File: config.mk
export PLATFORM = sky130hd
export DESIGN_NAME = serial_rx
export DESIGN_NICKNAME = d
export VERILOG_FILES = /design/src/rtl/serial_pkg.sv /design/src/rtl/serial_rx_sync2.sv /design/src/rtl/serial_rx.sv
export SDC_FILE = /design/constraint.sdc
export NUM_CORES = 1
export LEC_CHECK = 0
export CAP_MARGIN = 30
export CELL_PAD_IN_SITES_DETAIL_PLACEMENT = 1
export CELL_PAD_IN_SITES_GLOBAL_PLACEMENT = 2
export CORE_ASPECT_RATIO = 1.1
export CORE_MARGIN = 8
export CORE_UTILIZATION = 30
export DETAILED_ROUTE_END_ITERATION = 12
export DONT_BUFFER_PORTS = 1
export HOLD_SLACK_MARGIN = 0.05
export PLACE_DENSITY = 0.61
export SYNTH_ARGS = -nofsm -noshare
export SYNTH_HDL_FRONTEND = slang
export SYNTH_SLANG_ARGS = --single-unit
export TNS_END_PERCENT = 100
File: constraint.sdc
create_clock -name clk -period 3.7 [get_ports clk]
set_input_delay 1.11 -clock clk [delete_from_list [all_inputs] [get_ports clk]]
set_output_delay 1.11 -clock clk [all_outputs]
set_load 0.02 [all_outputs]
File: src/rtl/serial_pkg.sv
// Shared definitions for the serial I/O blocks: state encoding and bit-timing helpers.
package serial_pkg;

   typedef enum logic [2:0] {
      IDLE  = 3'd0,
      START = 3'd1,
      DATA  = 3'd2,
      STOP  = 3'd3,
      WAIT  = 3'd4
   } rx_state_t;

   // Full bit period in clocks for a given timer width.
   function automatic int bit_period(input int tw);
      return 1 << tw;
   endfunction

   // Half bit period: offset from the start edge to the bit centre.
   function automatic int half_period(input int tw);
      return 1 << (tw - 1);
   endfunction

   // Bits needed to hold values 0..n-1.
   function automatic int clog2(input int n);
      int r;
      r = 0;
      while ((1 << r) < n) r++;
      return r;
   endfunction

endpackage

File: src/rtl/serial_rx_sync2.sv
// Two-flop synchroniser for asynchronous inputs; resets to RstVal.
module sync2 #(
   parameter logic RstVal = 1'b1
) (
   input  logic clk,
   input  logic rst,
   input  logic d,
   output logic q
);

   logic meta;

   // Two stages so a metastable first flop settles before anyone uses q.
   always_ff @(posedge clk or negedge rst) begin
      if (!rst) begin
         meta <= RstVal;
         q    <= RstVal;
      end else begin
         meta <= d;
         q    <= meta;
      end
   end

endmodule

File: src/rtl/serial_rx.sv
// Asynchronous serial receiver: centre-samples an idle-high line, checks start/stop,
// deserialises Width bits LSB first and hands words out through valid/ack.
module serial_rx
   import serial_pkg::*;
#(
   parameter int Width      = 8,
   parameter int TimerWidth = 8
) (
   input  logic             clk,
   input  logic             rst,
   input  logic             rx,
   input  logic             ack,
   output logic [Width-1:0] D,
   output logic             valid,
   output logic             ferr,
   output logic             overrun
);

   localparam int CW = clog2(Width + 1);
   localparam logic [TimerWidth-1:0] TLAST = TimerWidth'(bit_period(TimerWidth) - 1);
   localparam logic [TimerWidth-1:0] HLAST = TimerWidth'(half_period(TimerWidth) - 1);
   localparam logic [CW-1:0]         BLAST = CW'(Width - 1);

   rx_state_t              state, nstate;
   logic                   rxs;
   logic [TimerWidth-1:0]  timer;
   logic [CW-1:0]          bitcnt;
   logic [Width-1:0]       sr;
   logic                   tmr_clr, cnt_clr, shift, load, ferr_set;

   sync2 #(.RstVal(1'b1)) u_sync (
      .clk (clk),
      .rst (rst),
      .d   (rx),
      .q   (rxs)
   );

   // State register.
   always_ff @(posedge clk or negedge rst) begin
      if (!rst) state <= IDLE;
      else      state <= nstate;
   end

   // Next state and datapath strobes; all sampling happens when the timer reaches a bit centre.
   always_comb begin
      nstate   = state;
      tmr_clr  = 1'b0;
      cnt_clr  = 1'b0;
      shift    = 1'b0;
      load     = 1'b0;
      ferr_set = 1'b0;
      case (state)
         IDLE: begin
            if (!rxs) begin
               nstate  = START;
               tmr_clr = 1'b1;
            end
         end
         START: begin
            if (timer == HLAST) begin
               if (!rxs) begin
                  nstate  = DATA;
                  tmr_clr = 1'b1;
                  cnt_clr = 1'b1;
               end else begin
                  nstate = IDLE;   // start bit did not survive to its centre: glitch
               end
            end
         end
         DATA: begin
            if (timer == TLAST) begin
               shift = 1'b1;
               if (bitcnt == BLAST) nstate = STOP;
            end
         end
         STOP: begin
            if (timer == TLAST) begin
               if (rxs) begin
                  load   = 1'b1;
                  nstate = IDLE;
               end else begin
                  ferr_set = 1'b1;
                  nstate   = WAIT;
               end
            end
         end
         WAIT: begin
            if (rxs) nstate = IDLE;   // hold off until the break ends
         end
         default: nstate = IDLE;
      endcase
   end

   // Bit timer wraps naturally at T, so DATA/STOP need no explicit reload.
   always_ff @(posedge clk or negedge rst) begin
      if (!rst)         timer <= '0;
      else if (tmr_clr) timer <= '0;
      else              timer <= timer + TimerWidth'(1);
   end

   // Data bit counter and LSB-first shift register.
   always_ff @(posedge clk or negedge rst) begin
      if (!rst) begin
         bitcnt <= '0;
         sr     <= '0;
      end else begin
         if (cnt_clr)    bitcnt <= '0;
         else if (shift) bitcnt <= bitcnt + CW'(1);
         if (shift)      sr <= {rxs, sr[Width-1:1]};
      end
   end

   // Output word, handshake and error flags; a load in the same cycle as ack wins.
   always_ff @(posedge clk or negedge rst) begin
      if (!rst) begin
         D       <= '0;
         valid   <= 1'b0;
         ferr    <= 1'b0;
         overrun <= 1'b0;
      end else begin
         ferr <= ferr_set;
         if (load) begin
            D     <= sr;
            valid <= 1'b1;
            if (valid && ack)  overrun <= 1'b0;
            else if (valid)    overrun <= 1'b1;
         end else if (valid && ack) begin
            valid   <= 1'b0;
            overrun <= 1'b0;
         end
      end
   end

endmodule

Yosys cells after proc, flatten, opt, wreduce, memory -nomap -nowiden
Index checks and enable logic that the tools add are counted.
{"block": "totals", "regBits": 36, "in_bits": 4, "output_inout_bits": 11, "wordCells": 60}
{"block": "op_classes", "addsub": 2, "n_eq_ne": 13, "n_mux": 28, "n_reduce_logical": 7}
{"cell": "$mux 3", "n": 7}
{"cell": "$mux 1", "n": 15}
{"cell": "$pmux 3 s5", "n": 1}
{"cell": "$ne 2x2->1 const B", "n": 5}
{"cell": "$add 8x1->8 const B", "n": 1}
{"cell": "$eq 8x7->1 const B", "n": 1}
{"cell": "$eq 8x8->1 const B", "n": 1}
{"cell": "$mux 4", "n": 2}
{"cell": "$mux 8", "n": 1}
{"cell": "$eq 3x2->1 const B", "n": 2}
{"cell": "$reduce_and 6->1", "n": 1}
{"cell": "$reduce_bool 2->1", "n": 3}
{"cell": "$add 4x1->4 const B", "n": 1}
{"cell": "$eq 4x3->1 const B", "n": 1}
{"cell": "$eq 3x1->1 const B", "n": 1}
{"cell": "$eq 3x3->1 const B", "n": 1}
{"cell": "$logic_not 3->1", "n": 1}
{"cell": "$mux 2", "n": 1}
{"cell": "$ne 2x1->1 const B", "n": 1}
{"cell": "$pmux 1 s2", "n": 1}
{"cell": "$reduce_and 2->1", "n": 1}
{"cell": "$logic_and 1x1->1", "n": 1}

Longest topological paths before layout
{"block": "logic_depth", "depth_word": 5, "mapped_depth": 6, "mapped_depth_nobuf": 5}

By module
From an unflattened synthesis, not the netlist that was laid out.
{"block": "hier_totals", "hier_cells": 135, "area_unflattened_um2": 1655.3}
{"mod": "serial_rx", "n_inst": 1, "cells_per_inst": 133, "area_each_um2": 1602.8, "seq_area_each_um2": 850.8}
{"mod": "sync2", "n_inst": 1, "cells_per_inst": 2, "area_each_um2": 52.6, "seq_area_each_um2": 52.6}

Least setup slack after synthesis
No wires, ideal clock.
{"block": "synth_path", "path_kind": "register to register", "startpoint": "register timer[0]", "endpoint": "register timer[2]", "setup_time_ps": 139, "t_arrival_ps": 1668, "required_ps": 3561, "slack_ps": 1894, "path_stages_with_launch": 6, "path_buffers": 0, "synth_period_minus_slack_ps": 1806, "cell_sequence": "dfrtp_1 > ha_1 > nand2_1 > or3_4 > a2111oi_4 > nor2_1"}
{"block": "synth_via", "elab_chain_len": 4, "elab_cells_between_ends": 5, "cone_classes": "add/sub (1); eq/ne (1); mux (3)"}
{"element": "start: declaration", "line_no": "serial_rx.sv:26", "rtl": "logic [TimerWidth-1:0] timer;"}
{"element": "start signal: assignment", "line_no": "serial_rx.sv:98", "rtl": "else timer <= timer + TimerWidth'(1);"}
{"element": "branches (longest 3 deep; another with $add 8x1->8)"}
{"element": "$mux 8 *", "line_no": "serial_rx.sv:97", "rtl": "else if (tmr_clr) timer <= '0;"}
Mark *: on every way between the ends.
A chain may end at the register's enable or synchronous reset.

Worst setup path after layout
{"block": "layout_path", "startpoint": "register timer[0]", "endpoint": "register bitcnt[2]"}
{"block": "layout_via", "elab_chain_len": 4, "elab_cells_between_ends": 8, "cone_classes": "eq/ne (2); mux (5); reduce/logical (1)"}
{"element": "$eq 8x7->1 / $eq 8x8->1 (equally long branches)", "line_no": "serial_rx.sv:60, serial_rx.sv:71"}
{"element": "$mux 1, on equally long branches", "line_no": "serial_rx.sv:60, serial_rx.sv:71"}
{"element": "$mux 1", "line_no": "serial_rx.sv:52", "rtl": "case (state)"}
{"element": "$mux 4 / $reduce_bool 2->1 (equally long branches)"}
{"element": "end signal: assignment", "line_no": "serial_rx.sv:108", "rtl": "else if (shift) bitcnt <= bitcnt + CW'(1);"}
{"element": "end: declaration", "line_no": "serial_rx.sv:27", "rtl": "logic [CW-1:0] bitcnt;"}
Several ways; a longest one is shown, not always the timed one.

==> flow_metrics.tcl <==
set metrics [dict create \
    core_sq_um 4970 \
    ys_warn_count 0 \
    maxSlewViolCount 0 \
    rows 27 \
    setup_viol 0 \
    hp-class "register to register" \
    cp_max_fo 12 \
    syn_area_per_cell_sq_um 12.4 \
    layout_commonest_cell "dfrtp_1" \
    vias 952 \
    ys_types 32 \
    final_nets 135 \
    grt.total_usage 0.0900 \
    rsz0062_at_grt "no" \
    synth.net_count 130 \
    startpoint_type "register" \
    ant_nets 0 \
    grt_max_degree 37 \
    p_leak_nw 0.777 \
    synth_area_sq_um 1540 \
    min_period_over_period 0.585 \
    clock_sinks 36 \
    skew_ns 0.00121 \
    grt_overflow 0 \
    cts_setup_buffers 0 \
    ir_drop_uv 199 \
    post_cts_resized 0 \
    fin_crit_ns 2.17 \
    die-area_sq_um 7690 \
    worst_pin_slew_ns 0.649 \
    cts_buffers 5 \
    die_width_um 84.3 \
    ys_ff_latch 36 \
    die_h_um 91.2 \
    wl_per_cell_um 16.4 \
    max-cap-violations 0 \
    final_cell_mix "dfrtp_1, mux2_2, nor2_1" \
    antenna_found_initial 0 \
    final-hold-violation-count 0 \
    netlist.area_leader.share 0.552 \
    status "finished clean" \
    insertedDiodeCount 0 \
    gp_congestion 0.724 \
    synth_ff_type "dfrtp_1" \
    arrival_ns 2.37 \
    async_flop_share 1.00 \
    drc 0 \
    critical_path.max_stage_delay_ns 0.74 \
    synth_top_area_cell "dfrtp_1" \
    critPathRequiredTime_ns 3.91 \
    final_util 0.345 \
    drive_gt1_frac 0.231 \
    io_pins 15 \
    clk_pin_slew_worst_paths_ns 0.07 \
    htreeDepth 2 \
    powerDensity_nw_per_um2 432 \
    synthCells 124 \
    grt_pass1_vias 1081 \
    port_buffers 0 \
    synth_edf_count 0 \
    fmaxAchievable_mhz 462 \
    post_drt_via_cell_ratio 5.06 \
    drt-initial-drc-count 11 \
    cts_hold_buf 0 \
    dr.pass1.iters 4 \
    wirelength_um 3080 \
    timing.hold.ws_ns 0.359 \
    dp_hpwl_um 2260 \
    cts-root-buf "clkbuf_8" \
    finalSetupTns_ns 0 \
    clock_path_buffers 2 \
    synth_seq_area_share 0.587 \
    start_util 0.310 \
    cp_cell_sequence "ha_1 -> inv_1 -> or4_1 -> or3_1 -> a21oi_1" \
    relSlewSlack 0.563 \
    grt_first_pass_wirelength_um 5580 \
    syn2layout_area_growth_pct 11.2 \
    path_class "register to register" \
    worstSkewPairLatency_ns 0.28 \
    synth_area_leaders "dfrtp_1, mux2_2, dfstp_2" \
    endpoint_kind "register" \
    cts_tree "yes" \
    crit_slowest_cell "or4_1" \
]
==> metrics by stage <==
step,setup slack [ns],cells,instance area (sq um),total power [mW]
CTS,1.49,188,1710,0.753
global route,1.32,188,1710,0.773
global placement,1.59,180,1600,0.409
floorplan,1.89,124,1540,0.408
detailed placement,1.51,180,1600,0.410
finish,1.53,188,1710,0.740
==> registers in the layout, summed over array words and instances, names as in the netlist, 3 cells and up <==
signal and flops:
state 3, bitcnt 4, sr 8, D 8, timer 8
==> cell usage after synthesis (2+ instances only) <==
| cell type | count |
|---|---|
| ha_1 | 2 |
| a21oi_1 | 5 |
| o21ai_0 | 4 |
| inv_1 | 4 |
| nand2_1 | 4 |
| o22ai_1 | 2 |
| dfstp_2 | 2 |
| nor2_1 | 13 |
| nor3_1 | 3 |
| or3_1 | 2 |
| mux2_2 | 16 |
| xor2_1 | 4 |
| nand4b_1 | 2 |
| nand3_1 | 5 |
| nor4_1 | 3 |
| dfrtp_1 | 34 |
| nand2b_1 | 2 |
| xnor2_1 | 3 |
==> layer usage <==
metal / GRT usage / wire length, um / up-vias
li1: - / - / 454
met1: 0.111 / 1390 / 481
met2: 0.133 / 1460 / 15
met3: 0.0357 / 186 / 2
met4: 0.0432 / 38 / 0
met5: 0 / 0 / -
==> worst max-delay path: cells and delay by family, from the launching register on <==
family	cells	cell delay, ns
flip-flops	1	0.42
adder cells (fa/ha/maj)	1	0.31
AO/OA/AOI/OAI	1	0.14
AND/OR/NAND/NOR	2	1.13
buffers and inverters	1	0.10
==> layout make-up <==
type	count	area [sq um]
fill	530	3250
clock inverter	3	42.5
inverter	4	15.0
tap	58	72.6
multi-input combinational	82	611
sequential	36	903
clock buffer	5	68.8
==> final timing paths <==
path	depth (start not counted)	from	end	slack, ns
hold / removal	0	u_sync.meta	u_sync.q	0.36
hold reg to reg	0	u_sync.meta	u_sync.q	0.36
setup / recovery	5	timer[0]	bitcnt[2]	1.53
max in group asynchronous	0	rst	u_sync.q	3.00
min in group asynchronous	0	rst	timer[3]	0.52
setup reg to reg	5	timer[0]	bitcnt[2]	1.53
==> cell families (layout without fill, tap and decap cells) <==
group | count (synthesis) | after routing | synth area share
xor+xnor | 7 | 7 | 0.0398
buf+inv | 6 | 12 | 0.0171
compound gates | 15 | 15 | 0.0715
mux | 16 | 16 | 0.117
fa+ha+maj | 2 | 2 | 0.0162
flops | 36 | 36 | 0.587
simple gates | 42 | 42 | 0.152
==> report_power, final <==
part	switching, mW	internal (mW)	total, mW
clock network	0.139	0.199	0.338
logic	0.00122	0.00111	0.00233
registers	0.00336	0.396	0.400
total	0.143	0.597	0.740
(Power assumes the default switching activity.)
